## src/rtl/prog_loader_pkg.sv

```systemverilog
// Shared types and constants for the framed program loader.
package prog_loader_pkg;

  typedef enum logic [2:0] {
    IDLE, ADDR, LEN, DATA, CHK, VERIFY, CMP, ERR
  } state_t;

  localparam logic [7:0] SYNC_BYTE_DEF = 8'hA5;

  // Non-payload bytes per frame: SYNC, ADDR, LEN, CHK
  localparam int FRAME_OVERHEAD = 4;

endpackage

```

## src/rtl/prog_loader_if.sv

```systemverilog
// Stream input, RAM write/read ports and CPU status lines of the loader.
interface prog_loader_if #(
  parameter int ADDR_W = 8,
  parameter int DATA_W = 8
);
  logic              in_valid;
  logic [DATA_W-1:0] in_data;
  logic              in_ready;
  logic              we;
  logic [ADDR_W-1:0] w_addr;
  logic [DATA_W-1:0] w_data;
  logic [ADDR_W-1:0] r_addr;
  logic [DATA_W-1:0] r_data;
  logic              cpu_hold;
  logic              done;
  logic              error;

  modport master (
    input  in_valid, in_data, r_data,
    output in_ready, we, w_addr, w_data, r_addr, cpu_hold, done, error
  );

  modport slave (
    output in_valid, in_data, r_data,
    input  in_ready, we, w_addr, w_data, r_addr, cpu_hold, done, error
  );
endinterface

```

## src/rtl/prog_loader.sv

```systemverilog
// Receives a SYNC/ADDR/LEN/data/CHK frame, writes the payload to program RAM,
// then reads it back and compares sums before releasing the CPU.
module prog_loader
  import prog_loader_pkg::*;
#(
  parameter int                ADDR_W    = 8,
  parameter int                DATA_W    = 8,
  parameter logic [DATA_W-1:0] SYNC_BYTE = DATA_W'(SYNC_BYTE_DEF)
) (
  input  logic            clk,
  input  logic            rst,
  prog_loader_if.master   bus
);

  // One extra bit so a full 2^ADDR_W byte payload fits in the count
  localparam int CNT_W = ADDR_W + 1;

  state_t            state;
  logic [ADDR_W-1:0] base;
  logic [CNT_W-1:0]  cnt;
  logic [CNT_W-1:0]  idx;
  logic [DATA_W-1:0] fsum;
  logic [DATA_W-1:0] dsum;
  logic [DATA_W-1:0] rsum;

  logic              xfer;
  logic              last;
  logic [ADDR_W-1:0] addr_i;
  logic [DATA_W-1:0] fsum_nxt;
  logic [DATA_W-1:0] rsum_nxt;

  assign xfer     = bus.in_valid && bus.in_ready;
  assign last     = (idx == cnt - CNT_W'(1));
  assign addr_i   = base + idx[ADDR_W-1:0];
  assign fsum_nxt = fsum + bus.in_data;
  assign rsum_nxt = rsum + bus.r_data;

  always_ff @(posedge clk or posedge rst) begin
    if (rst) begin
      state        <= IDLE;
      base         <= '0;
      cnt          <= '0;
      idx          <= '0;
      fsum         <= '0;
      dsum         <= '0;
      rsum         <= '0;
      bus.in_ready <= 1'b0;
      bus.we       <= 1'b0;
      bus.w_addr   <= '0;
      bus.w_data   <= '0;
      bus.r_addr   <= '0;
      bus.cpu_hold <= 1'b0;
      bus.done     <= 1'b0;
      bus.error    <= 1'b0;
    end else begin
      bus.we   <= 1'b0;
      bus.done <= 1'b0;
      case (state)
        IDLE: begin
          bus.in_ready <= 1'b1;
          if (xfer && bus.in_data == SYNC_BYTE) begin
            state        <= ADDR;
            bus.cpu_hold <= 1'b1;
            bus.error    <= 1'b0;
          end
        end
        ADDR: if (xfer) begin
          base  <= ADDR_W'(bus.in_data);
          fsum  <= bus.in_data;
          state <= LEN;
        end
        LEN: if (xfer) begin
          cnt   <= CNT_W'(bus.in_data) + CNT_W'(1);
          fsum  <= fsum_nxt;
          dsum  <= '0;
          idx   <= '0;
          state <= DATA;
        end
        DATA: if (xfer) begin
          bus.we     <= 1'b1;
          bus.w_addr <= addr_i;
          bus.w_data <= bus.in_data;
          fsum       <= fsum_nxt;
          dsum       <= dsum + bus.in_data;
          idx        <= idx + CNT_W'(1);
          if (last) state <= CHK;
        end
        CHK: if (xfer) begin
          bus.in_ready <= 1'b0;
          if (fsum_nxt != '0) begin
            bus.error    <= 1'b1;
            bus.cpu_hold <= 1'b0;
            state        <= ERR;
          end else begin
            idx        <= '0;
            rsum       <= '0;
            bus.r_addr <= base;
            state      <= VERIFY;
          end
        end
        VERIFY: begin
          // Verdict is decided on the last read so it shows up one cycle later
          rsum       <= rsum_nxt;
          idx        <= idx + CNT_W'(1);
          bus.r_addr <= addr_i + ADDR_W'(1);
          if (last) begin
            state        <= CMP;
            bus.cpu_hold <= 1'b0;
            if (rsum_nxt == dsum) bus.done  <= 1'b1;
            else                  bus.error <= 1'b1;
          end
        end
        CMP: begin
          bus.in_ready <= 1'b1;
          state        <= IDLE;
        end
        ERR: begin
          bus.in_ready <= 1'b1;
          state        <= IDLE;
        end
        default: state <= IDLE;
      endcase
    end
  end

endmodule
```

## src/flat_wrapper.sv

```systemverilog
// flat-port wrapper written by rule: the top's interface ports become plain ports
module prog_loader_flat import prog_loader_pkg::*;
#(
  parameter int                ADDR_W    = 8,
  parameter int                DATA_W    = 8,
  parameter logic [DATA_W-1:0] SYNC_BYTE = DATA_W'(SYNC_BYTE_DEF)
)
  (clk, rst, bus_in_valid, bus_in_data, bus_r_data, bus_in_ready, bus_we, bus_w_addr, bus_w_data, bus_r_addr, bus_cpu_hold, bus_done, bus_error);
  prog_loader_if #(.ADDR_W(ADDR_W), .DATA_W(DATA_W)) bus_i ();
  input  logic clk;
  input  logic rst;
  input wire logic [$bits(bus_i.in_valid)-1:0] bus_in_valid;
  input wire logic [$bits(bus_i.in_data)-1:0] bus_in_data;
  input wire logic [$bits(bus_i.r_data)-1:0] bus_r_data;
  output wire logic [$bits(bus_i.in_ready)-1:0] bus_in_ready;
  output wire logic [$bits(bus_i.we)-1:0] bus_we;
  output wire logic [$bits(bus_i.w_addr)-1:0] bus_w_addr;
  output wire logic [$bits(bus_i.w_data)-1:0] bus_w_data;
  output wire logic [$bits(bus_i.r_addr)-1:0] bus_r_addr;
  output wire logic [$bits(bus_i.cpu_hold)-1:0] bus_cpu_hold;
  output wire logic [$bits(bus_i.done)-1:0] bus_done;
  output wire logic [$bits(bus_i.error)-1:0] bus_error;
  assign bus_i.in_valid = bus_in_valid;
  assign bus_i.in_data = bus_in_data;
  assign bus_i.r_data = bus_r_data;
  assign bus_in_ready = bus_i.in_ready;
  assign bus_we = bus_i.we;
  assign bus_w_addr = bus_i.w_addr;
  assign bus_w_data = bus_i.w_data;
  assign bus_r_addr = bus_i.r_addr;
  assign bus_cpu_hold = bus_i.cpu_hold;
  assign bus_done = bus_i.done;
  assign bus_error = bus_i.error;
  prog_loader #(.ADDR_W(ADDR_W), .DATA_W(DATA_W), .SYNC_BYTE(SYNC_BYTE)) u_core (.clk(clk), .rst(rst), .bus(bus_i));
endmodule
```

## config.mk

```make
export PLATFORM = sky130hd
export DESIGN_NAME = prog_loader_flat
export DESIGN_NICKNAME = d
export VERILOG_FILES = /design/src/rtl/prog_loader_pkg.sv /design/src/rtl/prog_loader_if.sv /design/src/rtl/prog_loader.sv /design/src/flat_wrapper.sv
export SDC_FILE = /design/constraint.sdc
export NUM_CORES = 1
export LEC_CHECK = 0
export BUFFER_PORTS_ARGS = -buffer_cell sky130_fd_sc_hd__buf_2
export CORE_UTILIZATION = 40
export CTS_CLUSTER_DIAMETER = 30
export DETAILED_ROUTE_END_ITERATION = 8
export PLACE_DENSITY_LB_ADDON = 0.15
export SYNTH_ARGS = -nofsm -noshare
export SYNTH_HDL_FRONTEND = slang
export SYNTH_SLANG_ARGS = --single-unit
export TNS_END_PERCENT = 10
```

## constraint.sdc

```tcl
create_clock -name clk -period 6.9 [get_ports clk]
set_clock_uncertainty 0.2 [all_clocks]
set_input_delay 0.345 -clock clk [delete_from_list [all_inputs] [get_ports clk]]
set_output_delay 0.345 -clock clk [all_outputs]
set_load 0.02 [all_outputs]
```

==> results of run 1 <==
==> per-stage QoR <==
stage               cells  cell area, sq um
global placement      790              5870
CTS                   806              6190
floorplan             587              5480
detailed placement    790              5870
finish                806              6190
global route          806              6190
==> state kept, by name, summed over array words and instances, names as in the netlist <==
signal	flops
u_core.cnt	9
u_core.idx	9
u_core.base	8
u_core.bus.r_addr	8
u_core.bus.w_addr	8
u_core.bus.w_data	8
u_core.dsum	8
u_core.fsum	8
u_core.rsum	8
u_core.state	3
u_core.bus.cpu_hold	1
u_core.bus.done	1
u_core.bus.error	1
u_core.bus.in_ready	1
u_core.bus.we	1
==> kinds of logic (layout without fill, tap and decap cells) <==
logic type | count (synthesis) | count (layout) | synth area share [%]
buffers and inverters | 45 | 88 | 3.29
multiplexers | 36 | 36 | 7.10
flip-flops | 82 | 82 | 37.4
AND/OR/NAND/NOR | 193 | 193 | 17.2
XOR/XNOR | 48 | 48 | 8.17
adder cells (fa/ha/maj) | 38 | 38 | 9.18
AO/OA/AOI/OAI | 145 | 145 | 17.7
==> synth_stat cells (15+ instances only) <==
cell / n / area share (%)
dfrtp_1: 82 / 37
nand2_1: 58 / 4.0
nor2_1: 47 / 3.2
o21ai_0: 35 / 3.2
ha_1: 33 / 7.5
a21oi_1: 28 / 2.6
xnor2_1: 24 / 3.8
nand3_1: 23 / 2.1
mux2_2: 22 / 4.5
xor2_1: 22 / 3.5
inv_1: 20 / 1.4
clkbuf_1: 15 / 1.0
==> per-layer routing <==
layer	wire length [microns]	vias up
li1	-	2203
met1	6690	2210
met2	6600	84
met3	440	24
met4	367	0
met5	0	-
==> layout make-up <==
type | instances | area share, %
multi-input cells | 460 | 52.5
flip-flops and latches | 82 | 33.2
repair buffers | 51 | 4.29
clock buffers | 9 | 3.64
well taps | 176 | 3.56
clock inverters | 7 | 1.52
inverters | 21 | 1.29
==> power by group through the flow <==
stage	combinational, mW	sequential [mW]	clock (mW)
after global routing	1.23	0.807	0.554
after floorplan	0.815	0.799	0
final	1.10	0.782	0.526
after global placement	1.07	0.785	0
after detailed placement	1.09	0.792	0
after CTS	1.10	0.784	0.536
==> worst min-delay path, cell delays in order <==
cell and delay, ns:
buf_2 0.10, clkinv_2 0.03, buf_4 0.78
==> worst min path at each step <==
stage / endpoint / slack [ns] / cells after the start
2_1_floorplan: u_core.cnt[0] / 0.26 / 1
4_1_cts: u_core.bus.in_ready / 0.13 / 4
6_report: u_core.bus.cpu_hold / 0.13 / 3
3_3_place_gp: u_core.bus.w_data[3] / 0.26 / 2
5_1_grt: u_core.bus.in_ready / 0.17 / 4
3_5_place_dp: u_core.bus.w_data[3] / 0.27 / 2
==> layout by cell type (no fill, tap or decap), types with 22 or more instances in the layout <==
cell type / netlist / final
a21oi_1: 28 / 28
buf_2: 8 / 47
dfrtp_1: 82 / 82
ha_1: 33 / 33
mux2_2: 22 / 22
nand2_1: 58 / 58
nand3_1: 23 / 23
nor2_1: 47 / 47
o21ai_0: 35 / 35
xnor2_1: 24 / 24
xor2_1: 22 / 22
==> flow_summary.yaml, run 1 <==
sta:
  finalMaxSlewViolations: 0
  holdWs_ns: 0.127
  fmax_ghz: 0.264
  layout_min_cycle_time_ns: 3.79
  post-route-period-util_pct: 54.9
  grt_setup_unrepaired: "no"
  hold_viol: 0
  tightest_slew_ns: 1.10
  fin_setup_tns_ns: 0
  setup_ws_ns: 3.11
  setup_viol: 0
  max_slew_margin_pct: 26.7
global_route:
  grt-ovfl-total: 0
  track_usage_pct: 21.0
  grt-busiest-layer: "met2"
  grt_pass1_wl_microns: 23200
  use_met3_pct: 2.73
  grt_pass1_vias: 4482
  grt_use_met1_pct: 27.9
  antenna_found_initial: 0
  gr-usage-met2_pct: 34.1
  grt_max_degree: 83
layout:
  fillCellCount: 1310
  register_area_sq_um: 2050
  syn_to_final_growth_pct: 12.9
  diodes: 0
  fin_util_pct: 46.5
  multiInputGateArea_sq_um: 3250
  layout-drive-gt1-share_pct: 16.3
  nets: 681
run:
  max_cap_viol_count: 0
setup_path:
  path_cells: "ha_1 -> fa_1 -> a211oi_1 -> o21ba_2 -> o221ai_1 -> nor3_1 -> nand3_1 -> a31oi_2 -> mux2_2"
  arrival_ns: 3.88
  regToRegEndpoint: "u_core.idx[0]"
  required_ns: 6.99
  endpoint_kind: "register"
  crit_family: "compound AO/OA/AOI/OAI gates"
  critical_path_peak_fanout: 15
  crit_buf_inv: 0
  startpoint: "u_core.fsum[0]"
  start_kind: "register"
  regToRegSetupSlack_ns: 3.11
  crit_type: "reg2reg"
  critPathCapture: "u_core.idx[0]"
  r2r_start: "u_core.fsum[0]"
  r2r_cells: 9
  crit_slowest_cell: "a31oi_2"
  critPathMaxStageDelay_ns: 0.69
  worst-path-stages: 9
clocking:
  clkSlewWorstSetupHoldPaths_ns: 0.06
  hold_buffers: 0
  cts_setup_buffers: 0
  clock-sinks: 82
  htree_num_levels: 3
  cts_made_buffers: 9
  ctsResizeCount: 0
  cts_tree: "done"
  root_buffer: "clkbuf_16"
  cts.path.max_buffers: 2
  clk_latency_ns: 0.35
placed_design:
  gp_congestion: 0.795
  dp.final_hpwl_microns: 10200
  io_buffers: 47
  dp_slack_ns: 2.97
floorplanning:
  start_util_pct: 41.2
  core_area_sq_um: 13300
  die_h_microns: 119
  die_area_sq_um: 14200
  ios: 48
  fp-row-count: 42
  die_x_microns: 119
detailed_routing:
  drt_pass1_iterations: 5
  drt-initial-drc-count: 252
  wl_per_cell_microns: 17.5
  avgViaCountPerCell: 5.61
  finalWirelength_microns: 14100
  vias: 4521
  ant_nets: 0
  drc: 0
synth:
  syn_avg_cell_area_sq_um: 9.34
  ys_types: 68
  synthFlopType: "dfrtp_1"
  seq_area_frac_synth_pct: 37.4
  synthCells: 587
  synth-edff-count: 0
  ys_warn_count: 0
  synth-seq-cells: 82
  syn_nets: 643
  syn_area_sq_um: 5480
  ys_async_sr_fraction_pct: 100
pwr:
  p_int_mw: 1.44
  seq_power_share_pct: 32.5
  leakagePower_nw: 2.86
  power_per_cell_area_nw_per_um2: 390
  p_switching_uw: 968
  combPwrFrac_pct: 45.7
  power.total_mw: 2.41
  ir_drop_mv: 0.197
  clkPwrFrac_pct: 21.8
  swShare_pct: 40.1
run_status:
  status: "finished, final reports clean"
hold_path:
  hp-class: "in2async"
No activity file was read; power rests on OpenSTA's default activity.
==> run 2, diff against run 1 <==
==> constraint.sdc (replaced) <==
create_clock -name clk -period 3.9 [get_ports clk]
set_clock_uncertainty 0.2 [all_clocks]
set_input_delay 0.195 -clock clk [delete_from_list [all_inputs] [get_ports clk]]
set_output_delay 0.195 -clock clk [all_outputs]
set_load 0.02 [all_outputs]
==> flow_summary.yaml, run 2 (same netlist as run 1, synthesis figures left out) <==
floorplanning:
  die_x_microns: 119
  core_area_sq_um: 13300
  ios: 48
  die_h_microns: 119
  die_area_sq_um: 14200
  fp-row-count: 42
  start_util_pct: 41.2
layout:
  fillCellCount: 1276
  final_cells: 814
  layout_common_cells: "dfrtp_1, nand2_1, nor2_1, buf_2, o21ai_0"
  layout-drive-gt1-share_pct: 16.9
  diodes: 0
  largest_registers: "u_core.cnt (9), u_core.idx (9)"
  syn_to_final_growth_pct: 14.1
  nets: 689
  fin_util_pct: 47.0
  layout_commonest_cell: "dfrtp_1"
global_route:
  grt_max_degree: 53
  grt-ovfl-total: 0
  grt_pass1_wl_microns: 24100
  grt_pass1_vias: 4527
  track_usage_pct: 21.8
  antenna_found_initial: 0
setup_path:
  crit_family: "compound AO/OA/AOI/OAI gates"
  r2r_cells: 10
  worst-path-stages: 10
  crit_slowest_cell: "and3_1"
  start_kind: "register"
  startpoint: "u_core.fsum[0]"
  critPathCapture: "u_core.bus.r_addr[5]"
  critical_path_peak_fanout: 12
  regToRegEndpoint: "u_core.bus.r_addr[5]"
  crit_type: "reg2reg"
  path_cells: "ha_1 -> fa_1 -> a211oi_1 -> o21ba_2 -> o221ai_1 -> nor3_1 -> and3_1 -> buf_4 -> nand2_1 -> a31oi_1"
  critPathMaxStageDelay_ns: 0.53
  regToRegSetupSlack_ns: 0.70
  required_ns: 3.97
  arrival_ns: 3.27
  crit_buf_inv: 1
  r2r_start: "u_core.fsum[0]"
  endpoint_kind: "register"
detailed_routing:
  drc: 0
  finalWirelength_microns: 14500
  drt-initial-drc-count: 249
  drt_pass1_iterations: 5
  vias: 4629
  wl_per_cell_microns: 17.8
  avgViaCountPerCell: 5.69
  ant_nets: 0
clocking:
  clkSlewWorstSetupHoldPaths_ns: 0.06
  htree_num_levels: 3
  cts.path.max_buffers: 2
  clock-sinks: 82
  ctsResizeCount: 0
  cts_made_buffers: 9
  cts_tree: "done"
  root_buffer: "clkbuf_16"
  clk_latency_ns: 0.35
hold_path:
  hp-class: "in2reg"
pwr:
  power.total_mw: 4.26
  ir_drop_mv: 0.375
  leakagePower_nw: 2.90
  power_per_cell_area_nw_per_um2: 682
sta:
  tightest_slew_ns: 1.02
  finalMaxSlewViolations: 0
  max_slew_margin_pct: 31.9
  post-route-period-util_pct: 82.1
  hold_viol: 0
  fin_setup_tns_ns: 0
  setup_viol: 0
  layout_min_cycle_time_ns: 3.20
  fmax_ghz: 0.312
  grt_setup_unrepaired: "no"
run:
  max_cap_viol_count: 0
placed_design:
  dp.final_hpwl_microns: 10600
  dp.cells: 796
  io_buffers: 47
  gp_congestion: 0.864
run_status:
  status: "finished, final reports clean"
## run 2: changes by cell type in the layout (fill, tap and decap cells not counted)
cell / delta
buf_4: +6
dlygate4sd3_1: +2
clkbuf_1: +1
clkbuf_8: +1
clkinv_4: -1
clkinvlp_4: -1
## run 2: worst reg2reg max path, cell delays in order (launching register included)
cell	delay [ns]
dfrtp_1	0.38
ha_1	0.22
fa_1	0.42
a211oi_1	0.35
o21ba_2	0.21
o221ai_1	0.14
nor3_1	0.20
and3_1	0.53
buf_4	0.24
nand2_1	0.06
a31oi_1	0.17
## run 2: metal layers
layer / up-vias / GRT usage [%] / part of all wire, %
li1: 2215 / - / -
met5: - / 0 / 0
met2: 114 / 34.8 / 47
met4: 0 / 8.23 / 1.7
met3: 15 / 2.68 / 4.0
met1: 2285 / 30.3 / 47
## run 2: what timing repair did
action,4_1_cts,5_1_grt
endpoints found under the hold margin,52,0
setup buffers,0,0
hold buffers,2,0
## run 2: report_power, final
part / switching, mW / internal [mW]
clock: 0.352 / 0.576
sequential: 0.258 / 1.12
combinational: 1.08 / 0.881
## run 2: layout make-up
cell class / instances / area, sq um / area share (%)
Timing Repair Buffer: 59 / 330 / 5.28
Clock buffer: 11 / 243 / 3.88
Clock inverter: 5 / 77.6 / 1.24
Sequential cell: 82 / 2050 / 32.8
Inverter: 21 / 80.1 / 1.28
Tap cell: 176 / 220 / 3.52
Multi-Input combinational cell: 460 / 3250 / 52.0
## run 2: through the flow
step / hold slack [ns] / worst slack, ns / area (sq um)
2_1_floorplan: 0.107 / 0.936 / 5480
6_report: 0.0173 / 0.698 / 6250
4_1_cts: 0.0217 / 0.716 / 6250
3_3_place_gp: 0.228 / 0.768 / 5910
3_5_place_dp: 0.238 / 0.726 / 5910
5_1_grt: 0.0712 / 0.527 / 6250
## run 2: how the worst min path moves through the flow
stage / start / to / slack, ns / cells past startpoint
floorplan: bus_in_data[0] / u_core.cnt[0] / 0.11 / 1
global placement: rst / u_core.dsum[7] / 0.23 / 2
detailed placement: rst / u_core.bus.in_ready / 0.24 / 2
CTS: bus_r_data[7] / u_core.rsum[7] / 0.02 / 4
global route: bus_in_data[7] / u_core.fsum[7] / 0.07 / 2
finish: bus_r_data[7] / u_core.rsum[7] / 0.02 / 4
==> run 3, diff against run 2 <==
==> constraint.sdc (replaced) <==
create_clock -name clk -period 2.8 [get_ports clk]
set_clock_uncertainty 0.2 [all_clocks]
set_input_delay 0.14 -clock clk [delete_from_list [all_inputs] [get_ports clk]]
set_output_delay 0.14 -clock clk [all_outputs]
set_load 0.02 [all_outputs]
==> flow_summary.yaml, run 3 (same netlist as run 1, synthesis figures left out) <==
floorplanning:
  die_h_microns: 119
  ios: 48
  fp-row-count: 42
  start_util_pct: 41.2
  die_x_microns: 119
  core_area_sq_um: 13300
  die_area_sq_um: 14200
sta:
  max_slew_margin_pct: 38.5
  finalMaxSlewViolations: 0
  layout_min_cycle_time_ns: 3.08
  setup_ws_ns: -0.282
  setup_viol: 5
  post-route-period-util_pct: 110
  grt_setup_unrepaired: "yes"
  fmax_ghz: 0.324
  hold_viol: 0
  tightest_slew_ns: 0.922
layout:
  syn_to_final_growth_pct: 23.2
  layout-drive-gt1-share_pct: 24.3
  diodes: 0
  nets: 739
  fin_area_sq_um: 6750
  layout_common_cells: "dfrtp_1, nand2_1, buf_4"
  largest_registers: "u_core.cnt (9), u_core.idx (9)"
  layout_commonest_cell: "dfrtp_1"
placed_design:
  place_area_sq_um: 6260
  io_buffers: 47
  gp_congestion: 0.883
  dp.final_hpwl_microns: 11000
setup_path:
  crit_type: "reg2reg"
  arrival_ns: 3.12
  start_kind: "register"
  endpoint_kind: "register"
  critical_path_peak_fanout: 2
  required_ns: 2.84
detailed_routing:
  drt_pass1_iterations: 4
  drt-initial-drc-count: 268
  avgViaCountPerCell: 5.53
  vias: 4782
  wl_per_cell_microns: 17.6
  drc: 0
  ant_nets: 0
  finalWirelength_microns: 15200
clocking:
  clkSlewWorstSetupHoldPaths_ns: 0.07
  cts_tree: "done"
  htree_num_levels: 3
  root_buffer: "clkbuf_16"
  clock-sinks: 82
  cts_made_buffers: 9
  clk_latency_ns: 0.35
  cts.path.max_buffers: 2
global_route:
  grt_pass1_wl_microns: 24600
  grt_max_degree: 48
  grt_pass1_vias: 4678
  track_usage_pct: 22.5
  grt-ovfl-total: 0
  antenna_found_initial: 0
pwr:
  power_per_cell_area_nw_per_um2: 941
  ir_drop_mv: 0.475
  power.total_mw: 6.36
  leakagePower_nw: 3.16
run:
  max_cap_viol_count: 0
run_status:
  violations: "setup timing"
  status: "complete, but fails checks"
hold_path:
  hp-class: "in2reg"
[run 3: cell types whose count changed in the layout (fill, tap and decap cells not counted), moves of 2 or more]
cell and change:
a211oi_4 +2, buf_4 +44, buf_12 +2, clkinv_2 -2, dlygate4sd3_1 +3, a211oi_1 -2, inv_6 +2, nor3_2 +2
nor3_1 -2
[run 3: area by class of cell]
cell class / count / area (sq um)
clock buffer: 9 / 225
clock inverter: 7 / 101
fill: 1222 / 6540
inverter: 21 / 80.1
multi-input combinational: 460 / 3330
sequential: 82 / 2050
tap: 176 / 220
timing repair buffer: 109 / 742
[run 3: path summary, 6_finish.rpt]
kind	start	to	slack, ns	cells past startpoint
max	u_core.rsum[0]	u_core.bus.error	-0.28	9
min	bus_in_data[3]	u_core.base[3]	0.04	3
max reg2reg	u_core.rsum[0]	u_core.bus.error	-0.28	9
min reg2reg	u_core.bus.w_data[1]	u_core.bus.w_data[1]	0.28	2
max in group asynchronous	rst	u_core.cnt[2]	1.28	4
min in group asynchronous	rst	u_core.bus.in_ready	0.29	3
[run 3: per-stage QoR]
| step | setup TNS, ns | util, % | worst slack (ns) | std cells | hold slack, ns |
|---|---|---|---|---|---|
| 6_report | -0.340 | 50.8 | -0.282 | 864 | 0.0368 |
| 5_1_grt | -2.21 | 50.8 | -0.405 | 864 | 0.0391 |
| 4_1_cts | -0.390 | 50.4 | -0.329 | 861 | 0.00583 |
| 3_5_place_dp | -3.76 | 47.1 | -0.384 | 839 | 0.168 |
| 3_3_place_gp | -2.51 | 47.1 | -0.336 | 839 | 0.159 |
| 2_1_floorplan | -0.303 | - | -0.164 | 587 | 0.0517 |
[run 3: critical path: stages (launching register included)]
cell and delay, ns:
dfrtp_1 0.41, ha_4 0.17, fa_1 0.49, xor2_1 0.16
or4_1 0.39, a221o_1 0.29, a2111oi_2 0.20, nand4b_1 0.19
o21ai_1 0.13, mux2_1 0.34
[run 3: what timing repair did]
action / in CTS / in global routing
pin swaps: 6 / 2
setup buffers: 2 / 2
setup endpoints to repair: 29 / 25
hold buffers: 4 / 1
gates resized for setup: 13 / 4
endpoints found under the hold margin: 48 / 1
[run 3: routing by layer]
metal,up-vias,track usage (%),wire length (microns)
li1,2321,-,-
met3,15,3.35,484
met4,0,7.52,243
met5,-,0,0
met1,2358,29.8,7060
met2,88,37.4,7380
[run 3: power by group]
| group | internal [mW] | switching (mW) | total (mW) |
|---|---|---|---|
| registers | 1.56 | 0.313 | 1.87 |
| clock network | 0.789 | 0.539 | 1.33 |
| logic | 1.49 | 1.67 | 3.16 |
